--- config.mk ---
export PLATFORM = sky130hd
export DESIGN_NAME = seq_alu
export DESIGN_NICKNAME = d
export VERILOG_FILES = /design/src/rtl/seq_alu.sv
export SDC_FILE = /design/constraint.sdc
export NUM_CORES = 1
export LEC_CHECK = 0
export ABC_AREA = 1
export CORE_MARGIN = 2
export CORE_UTILIZATION = 60
export DETAILED_ROUTE_END_ITERATION = 10
export PLACE_DENSITY_LB_ADDON = 0.3
export SYNTH_ARGS = -nofsm -noshare
export SYNTH_HDL_FRONTEND = slang
export SYNTH_SLANG_ARGS = --single-unit
--- constraint.sdc ---
create_clock -name clk -period 3.1 [get_ports clk]
set_input_delay 0.31 -clock clk [delete_from_list [all_inputs] [get_ports clk]]
set_output_delay 0.31 -clock clk [all_outputs]
set_load 0.005 [all_outputs]
--- src/rtl/seq_alu.sv ---
// seq_alu: sequential ALU with a valid/ready handshake on both sides.
//
// Logic ops, increment/decrement/negate and add/subtract finish in one cycle.
// Shifts step one bit per cycle for shamt cycles. MUL is shift-add, one
// multiplier bit per cycle, for WIDTH cycles.
//
// Ports:
//   clk        single clock; all state changes on its rising edge
//   rst_n      asynchronous active-low reset
//   in_valid   an operation is offered
//   in_ready   high in IDLE; the operation is taken on in_valid & in_ready
//   op         operation code (0..15)
//   a, b       operands
//   c_in       carry-in for ADD (op 10) and SUB (op 11)
//   shamt      shift amount for ops 12..14
//   out_valid  result and flags are valid (DONE state)
//   out_ready  consumer takes the result on out_valid & out_ready
//   result     operation result, held until the next completion
//   flags      {Z, N, C, V}
module seq_alu #(
  parameter int WIDTH = 16,
  parameter int SHW   = $clog2(WIDTH)
) (
  input  logic             clk,
  input  logic             rst_n,
  input  logic             in_valid,
  output logic             in_ready,
  input  logic [3:0]       op,
  input  logic [WIDTH-1:0] a,
  input  logic [WIDTH-1:0] b,
  input  logic             c_in,
  input  logic [SHW-1:0]   shamt,
  output logic             out_valid,
  input  logic             out_ready,
  output logic [WIDTH-1:0] result,
  output logic [3:0]       flags
);

  localparam int CW = SHW + 1;

  typedef enum logic [1:0] {
    IDLE = 2'd0,
    BUSY = 2'd1,
    DONE = 2'd2
  } state_t;

  state_t state, state_nx;

  // Working registers. For shifts, work holds the value being shifted; for
  // MUL it is the accumulator, with mcand shifting left and mplier right.
  logic [3:0]       op_q;
  logic [WIDTH-1:0] work;
  logic [WIDTH-1:0] mcand;
  logic [WIDTH-1:0] mplier;
  logic             sh_c;
  logic [CW-1:0]    cnt;

  // Single-cycle datapath, evaluated directly on the offered inputs.
  logic [WIDTH-1:0] add_x, add_y;
  logic             add_ci;
  logic             use_add;
  logic [WIDTH:0]   sum;
  logic [WIDTH-1:0] lres;
  logic             lc, lv;

  // Multi-cycle step values.
  logic [WIDTH-1:0] sh_nx;
  logic             shc_nx;
  logic [WIDTH-1:0] acc_nx;
  logic [WIDTH-1:0] busy_nx;
  logic             busy_c;
  logic             last;
  logic             multi;

  function automatic logic [3:0] mkflags(input logic [WIDTH-1:0] r,
                                         input logic c, input logic v);
    mkflags = {(r == '0), r[WIDTH-1], c, v};
  endfunction

  assign in_ready  = (state == IDLE);
  assign out_valid = (state == DONE);

  // Ops 7..11 all map onto one adder: A-1 is A+all-ones, 0-A is ~A+1.
  always_comb begin
    add_x   = '0;
    add_y   = '0;
    add_ci  = 1'b0;
    use_add = 1'b0;
    lres    = '0;
    unique case (op)
      4'd0:  lres = '0;
      4'd1:  lres = a;
      4'd2:  lres = ~a;
      4'd3:  lres = a & b;
      4'd4:  lres = a | b;
      4'd5:  lres = a ^ b;
      4'd6:  lres = '1;
      4'd7:  begin add_x = a;  add_y = '0; add_ci = 1'b1; use_add = 1'b1; end
      4'd8:  begin add_x = a;  add_y = '1; add_ci = 1'b0; use_add = 1'b1; end
      4'd9:  begin add_x = ~a; add_y = '0; add_ci = 1'b1; use_add = 1'b1; end
      4'd10: begin add_x = a;  add_y = b;  add_ci = c_in; use_add = 1'b1; end
      4'd11: begin add_x = a;  add_y = ~b; add_ci = c_in; use_add = 1'b1; end
      4'd12, 4'd13, 4'd14: lres = a;  // only reached with shamt == 0
      4'd15: lres = '0;               // MUL always goes through BUSY
      default: lres = '0;
    endcase
    sum = {1'b0, add_x} + {1'b0, add_y} + {{WIDTH{1'b0}}, add_ci};
    lc  = 1'b0;
    lv  = 1'b0;
    if (use_add) begin
      lres = sum[WIDTH-1:0];
      lc   = sum[WIDTH];
      lv   = (add_x[WIDTH-1] == add_y[WIDTH-1]) &&
             (sum[WIDTH-1] != add_x[WIDTH-1]);
    end
  end

  // Shifts with a non-zero amount and every MUL need the BUSY state.
  assign multi = (op == 4'd15) || ((op >= 4'd12) && (shamt != '0));

  always_comb begin
    sh_nx  = work;
    shc_nx = sh_c;
    unique case (op_q)
      4'd12: begin sh_nx = {work[WIDTH-2:0], 1'b0};         shc_nx = work[WIDTH-1]; end
      4'd13: begin sh_nx = {1'b0, work[WIDTH-1:1]};         shc_nx = work[0];       end
      4'd14: begin sh_nx = {work[WIDTH-1], work[WIDTH-1:1]}; shc_nx = work[0];       end
      default: begin sh_nx = work; shc_nx = sh_c; end
    endcase
    acc_nx  = work + (mplier[0] ? mcand : '0);
    busy_nx = (op_q == 4'd15) ? acc_nx : sh_nx;
    busy_c  = (op_q == 4'd15) ? 1'b0 : shc_nx;
    last    = (cnt == CW'(1));
  end

  always_comb begin
    state_nx = state;
    unique case (state)
      IDLE:    if (in_valid) state_nx = multi ? BUSY : DONE;
      BUSY:    if (last) state_nx = DONE;
      DONE:    if (out_ready) state_nx = IDLE;
      default: state_nx = IDLE;
    endcase
  end

  always_ff @(posedge clk or negedge rst_n) begin
    if (!rst_n) state <= IDLE;
    else        state <= state_nx;
  end

  // result/flags load only on the edge that enters DONE, so they hold their
  // previous values through IDLE and BUSY.
  always_ff @(posedge clk or negedge rst_n) begin
    if (!rst_n) begin
      op_q   <= '0;
      work   <= '0;
      mcand  <= '0;
      mplier <= '0;
      sh_c   <= 1'b0;
      cnt    <= '0;
      result <= '0;
      flags  <= '0;
    end else begin
      unique case (state)
        IDLE: begin
          if (in_valid) begin
            op_q <= op;
            if (op == 4'd15) begin
              work   <= '0;
              mcand  <= a;
              mplier <= b;
              cnt    <= CW'(WIDTH);
            end else if (multi) begin
              work <= a;
              sh_c <= 1'b0;
              cnt  <= {1'b0, shamt};
            end else begin
              result <= lres;
              flags  <= mkflags(lres, lc, lv);
            end
          end
        end
        BUSY: begin
          work   <= busy_nx;
          sh_c   <= shc_nx;
          mcand  <= {mcand[WIDTH-2:0], 1'b0};
          mplier <= {1'b0, mplier[WIDTH-1:1]};
          cnt    <= cnt - CW'(1);
          if (last) begin
            result <= busy_nx;
            flags  <= mkflags(busy_nx, busy_c, 1'b0);
          end
        end
        default: ;
      endcase
    end
  end

endmodule

# --- Yosys cells after proc, flatten, opt, wreduce, memory -nomap -nowiden ---
# Cells that the tools add are included.
word_totals:
  output_inout_bits: 22
  ff_bits: 80
  wordCells: 117
  inputBits: 45
op_classes:
  order_cmp: 1
  n_reduce_logical: 20
  eq_ne: 32
  mux: 46
  n_bitwise: 5
  n_addsub: 4
op_table:
  columns: ["operator", "count"]
  rows:
  - ["16-bit two-way mux", 14]
  - ["16-bit case mux with 2 select lines", 5]
  - ["16-bit case mux with 3 select lines", 2]
  - ["16-bit case mux with 6 select lines", 1]
  - ["4-bit == test, second input constant", 12]
  - ["16-bit zero test", 2]
  - ["16-bit inverter", 2]
  - ["16-bit by 16-bit adder with 17-bit output", 1]
  - ["17-bit by 1-bit adder with 17-bit output", 1]
  - ["16-bit adder", 1]
  - ["16-bit bitwise AND", 1]
  - ["4-bit by 3-bit == test with 1-bit output, second input constant", 4]
  - ["4-bit two-way mux", 4]
  - ["16-bit bitwise OR", 1]
  - ["16-bit XOR", 1]
  - ["5-bit two-way mux", 3]
  - ["5-bit case mux with 2 select lines", 1]
  - ["3-bit AND reduction", 3]
  - ["4-bit by 2-bit == test with 1-bit output, second input constant", 2]
  - ["2-bit two-way mux", 4]
  - ["2-bit inequality test, second input constant", 4]
  - ["4-bit case mux with 2 select lines", 1]
  - ["4-bit OR reduction", 2]
  - ["1-bit two-way mux", 7]
  - ["other kinds (22)", 29]

# --- Depth between registers and ports, before layout ---
logic_depth:
  ltp_word: 12
  ltp_mapped: 27
  mapped_depth_nobuf: 27

# --- Worst setup path before layout ---
# No wires, ideal clock.
synth_timing:
  path_type: "input -> register"
  from: "input op[3]"
  to: "register flags[3]"
  path_stages: 22
  arrival_time_ns: 3.179
  t_required_ns: 3.035
  setup_ns: 0.065
  path_buffers: 1
  setup_slack_ns: -0.143
  cell_sequence: "inv_2 nor2_1 nor2_4 nor2_2 clkbuf_1 o21ai_0 fa_1 fa_1 inv_1 nand3_1 nand3_1 nand2_1 nand2_1 or2_0 nand3_2 nor2_1 nand2_1 nor2_1 nand3_1 nand2_1 nand2_1 nand2_1"
synth_via:
  elab_chain_len: 11
  elab_cells_between_ends: 39
  cone_classes: "add/sub (2); order compare (1); eq/ne (17); mux (10); reduce/logical (9)"
synth_lines:
  columns: ["element", "line", "rtl"]
  rows:
  - ["from (decl)", "28", "input logic [3:0] op,"]
  - ["4-bit == test or 4-bit by 3-bit == test with 1-bit output (tied branches)", "90", "unique case (op)"]
  - ["4-bit OR reduction (no line)", null, null]
  - ["16-bit case mux with 2 select lines", "90", null]
  - ["16-bit by 16-bit adder with 17-bit output", "107", "sum = {1'b0, add_x} + {1'b0, add_y} + {{WIDTH{1'b0}}, add_ci};"]
  - ["17-bit by 1-bit adder with 17-bit output", "107", null]
  - ["16-bit two-way mux", "110", "if (use_add) begin"]
  - ["16-bit zero test", "77", "mkflags = {(r == '0), r[WIDTH-1], c, v};"]
  - ["4-bit two-way mux", "173", "end else if (multi) begin"]
  - ["4-bit two-way mux", "168", "if (op == 4'd15) begin"]
  - ["4-bit two-way mux", "166", "if (in_valid) begin"]
  - ["4-bit case mux with 2 select lines", "164", "unique case (state)"]
  - ["to (signal assigned)", "179", "flags <= mkflags(lres, lc, lv);"]
  - ["to (signal assigned)", "191", "flags <= mkflags(busy_nx, busy_c, 1'b0);"]
  - ["to (decl)", "36", "output logic [3:0] flags"]
# Several ways; a longest one is shown, not always the timed one. The select of a mux whose other input is x is not followed.
# A chain may end at the register's enable or synchronous reset.

# --- Worst setup path in the final report ---
layout_timing:
  from: "input b[0]"
  to: "register flags[3]"
layout_via:
  elab_chain_len: 10
  elab_cells_between_ends: 14
  cone_classes: "add/sub (2); mux (7); bitwise (4); reduce/logical (1)"
layout_lines:
  columns: ["element", "line", "rtl"]
  rows:
  - ["from (decl)", "30", "input logic [WIDTH-1:0] b,"]
  - ["16-bit inverter", "102", "4'd11: begin add_x = a; add_y = ~b; add_ci = c_in; use_add = 1'b1; end"]
  - ["16-bit case mux with 3 select lines", "90", null]
  - ["16-bit by 16-bit adder with 17-bit output", "107", null]
  - ["17-bit by 1-bit adder with 17-bit output", "107", null]
  - ["16-bit two-way mux *", "110", null]
  - ["16-bit zero test *", "77", null]
  - ["4-bit two-way mux *", "173", null]
  - ["4-bit two-way mux *", "168", null]
  - ["4-bit two-way mux *", "166", null]
  - ["4-bit case mux with 2 select lines *", "164", null]
# Every way passes the cells marked *; elsewhere a longest branch is shown, timed or not. The select of a mux whose other input is x is not followed.

==> flow_summary.ini <==
[outcome]
status = completed

[clocking]
holdBufCountCts = 0
cts_tree = done
clockBufferDepth = 2
clockRootBuffer = clkbuf_16
clock-sinks = 79
cts_buffers = 9
h-tree-depth = 3
clk_pin_slew_ns = 0.06
clk_latency_ns = 0.35

[floorplan]
rows = 42
die_y_um = 121
start_util = 0.616
io_pins = 67
fp.coreArea_sq_um = 13200
fp.dieW_um = 121
die-area_sq_um = 14600

[global_route]
grt_max_degree = 80
gr-total-overflow = 0
grt_pass1_wl_um = 42300
antenna_found_initial = 0
grt_pass1_vias = 8504
track_usage = 0.365

[timing]
setup_viol = 0
fmax_mhz = 346
period_share = 0.933
finalClockSkew_ns = 0.00994
drv_slew = 0
relSlewSlack = 0.317
worst_pin_slew_ns = 1.02
period_minus_slack_ns = 2.89
rsz0062_at_grt = false
setup_ws_ns = 0.207
finalHoldViolCount = 0

[setup_path]
crit_arrival_ns = 3.18
rrSetupSlack_ns = 0.32
r2r_end = flags[3]$_DFFE_PN0P_
cp-end-kind = flip-flop
worst_setup_path_start_kind = primary input
crit_required_ns = 3.38
rr_startpoint = mplier[0]$_DFFE_PN0P_
crit_type = in -> reg
reg2regPathDepth = 18
cp_max_fo = 3

[finish]
nets = 1559
seq_area_sq_um = 1980
finish.utilization = 0.748
syn2layout_area_growth_pct = 21.3
insertedDiodeCount = 0
drive_gt1_frac = 0.126
multi_input_area_sq_um = 5300
fill_cells = 1081

[placed_design]
hpwl_um = 20100
portBuffers = 66
routabilityCongestion = 0.985
dp_worst_setup_slack_ns = -0.533

[detailed_routing]
post_drt_wl_per_cell_um = 15.9
firstDrtPassIters = 5
viasPerCell = 5.66
first_iter_violations = 936
num_vias = 9217
ant_nets = 0
drt-total-wl_um = 25900
drc = 0

[power]
internal_power_uw = 3820
p_sw_frac = 0.489
irDropWorstVdd_uv = 296
p_leak_uw = 0.00518
power_frac_seq = 0.267
comb_power_share = 0.600
power.density_nw_per_um2 = 756
p_sw_uw = 3660
clkPwrFrac = 0.133

[synth]
ys_types = 53
postSynthAreaPerCell_sq_um = 6.20
synth_area_leader_cell = dfrtp_1
synthTopCellsByCount = nand2_1, inv_1, nor2_1
syn-cell-area_sq_um = 8160
synth_area_leaders = dfrtp_1, nand2_1, ha_1
synthMostInstantiatedCell = nand2_1
ys_ff_latch = 79
synth.yosys.seq_area_share = 0.242
syn_inst = 1316
netlist.area_leader.share = 0.242
synth_edf_count = 0
synth_ff_type = dfrtp_1
synthArstFlopShare = 1.00
syn-num-nets = 1428
yosys_warnings = 0

[hold_path]
hold_path_class = in -> async

[run]
cap_violations = 0
-- worst max-delay path by stage --
stage,depth (start not counted),slack (ns),startpoint,to
detailed placement,23,-0.53,op[2],flags[3]$_DFFE_PN0P_
CTS,28,0.009,op[3],flags[3]$_DFFE_PN0P_
floorplan,23,0.01,op[3],flags[3]$_DFFE_PN0P_
global placement,23,-0.46,op[2],flags[3]$_DFFE_PN0P_
global route,25,0.01,op[0],flags[3]$_DFFE_PN0P_
finish,19,0.21,b[0],flags[3]$_DFFE_PN0P_
-- critical path, cell delays in order --
cell,delay [ns]
clkdlybuf4s50_1,0.59
o21ai_2,0.23
a21oi_2,0.06
fa_2,0.43
fa_2,0.40
inv_2,0.07
buf_4,0.10
nand2_1,0.07
nand3_2,0.09
nand2_1,0.09
a21oi_2,0.16
nor2_1,0.07
nor2_1,0.08
nand2_1,0.06
nor2_1,0.09
nand3_1,0.08
nand2_1,0.07
nand2_1,0.05
nand2_1,0.07
-- metrics by stage --
stage	TNS (ns)	cell area [sq um]	instances	total power, uW	hold WS [ns]
floorplan	0	8170	1316	4980	0.0144
global placement	-3.76	9540	1611	6230	0.484
detailed placement	-5.07	9540	1611	6380	0.493
CTS	0	9840	1627	7420	0.167
global route	0	9900	1628	8160	0.226
finish	0	9900	1628	7490	0.123
-- cells by family (layout without fill, tap and decap cells) --
group,Yosys count,count (layout),synth area share
AO/OA/AOI/OAI,234,234,0.169
flip-flops,79,79,0.242
XOR/XNOR,2,2,0.00215
buffers and inverters,235,371,0.116
adder cells (fa/ha/maj),67,67,0.105
AND/OR/NAND/NOR,699,699,0.365
-- routing by layer --
metal / wire (um) / share of wire / vias to the layer above / track usage
met2: 11900 / 0.46 / 435 / 0.596
met3: 2020 / 0.078 / 93 / 0.0547
li1: - / - / 4522 / -
met5: 0 / 0 / - / 0
met4: 1330 / 0.052 / 0 / 0.178
met1: 10600 / 0.41 / 4167 / 0.472
-- cell usage in the layout (no fill, tap or decap), types with 4 or more instances in the layout --
| master | Yosys | routed |
|---|---|---|
| nand3b_1 | 5 | 5 |
| o211ai_1 | 26 | 26 |
| o21ai_0 | 77 | 74 |
| dfrtp_1 | 79 | 79 |
| nand3_1 | 80 | 76 |
| nand2_4 | 4 | 4 |
| nor3_2 | 3 | 4 |
| clkbuf_16 | 0 | 9 |
| nand3_2 | 3 | 7 |
| nand2_2 | 10 | 11 |
| nor3_1 | 10 | 9 |
| clkdlybuf4s50_1 | 0 | 61 |
| nor2_4 | 8 | 10 |
| clkinv_2 | 1 | 4 |
| nor2_1 | 132 | 128 |
| a21oi_1 | 51 | 49 |
| ha_1 | 64 | 64 |
| nand2_1 | 416 | 415 |
| nor2_2 | 7 | 9 |
| a31oi_1 | 43 | 43 |
| inv_2 | 12 | 13 |
| inv_1 | 179 | 178 |
| buf_4 | 4 | 93 |
| nand4_1 | 9 | 9 |
| o21ai_1 | 15 | 17 |
-- flip-flops by register name (all words and copies together) (netlist names) --
| signal | count |
|---|---|
| cnt | 5 |
| flags | 4 |
| mcand | 16 |
| mplier | 16 |
| op_q | 4 |
| result | 15 |
| sh_c | 1 |
| state | 2 |
| work | 16 |
-- power by group through the flow --
stage	clock (uW)	sequential [uW]	combinational, uW
6_report	997	2000	4490
5_1_grt	1040	2030	5090
4_1_cts	1010	1970	4430
3_5_place_dp	0	1980	4400
3_3_place_gp	0	1970	4260
2_1_floorplan	0	1840	3140
-- layout make-up --
| type | instances | area share |
|---|---|---|
| Clock buffer | 11 | 0.0245 |
| Clock inverter | 5 | 0.00341 |
| Inverter | 194 | 0.0738 |
| Multi-Input combinational cell | 1002 | 0.535 |
| Sequential cell | 79 | 0.200 |
| Tap cell | 176 | 0.0222 |
| Timing Repair Buffer | 161 | 0.141 |
-- what timing repair did --
| item | 4_1_cts | 5_1_grt |
|---|---|---|
| pin swaps | 1 | 6 |
| setup endpoints to repair | 6 | 16 |
| buffers inserted | 0 | 1 |
| gates resized for setup | 9 | 18 |
Note: power is estimated with default switching activity, not from simulation.
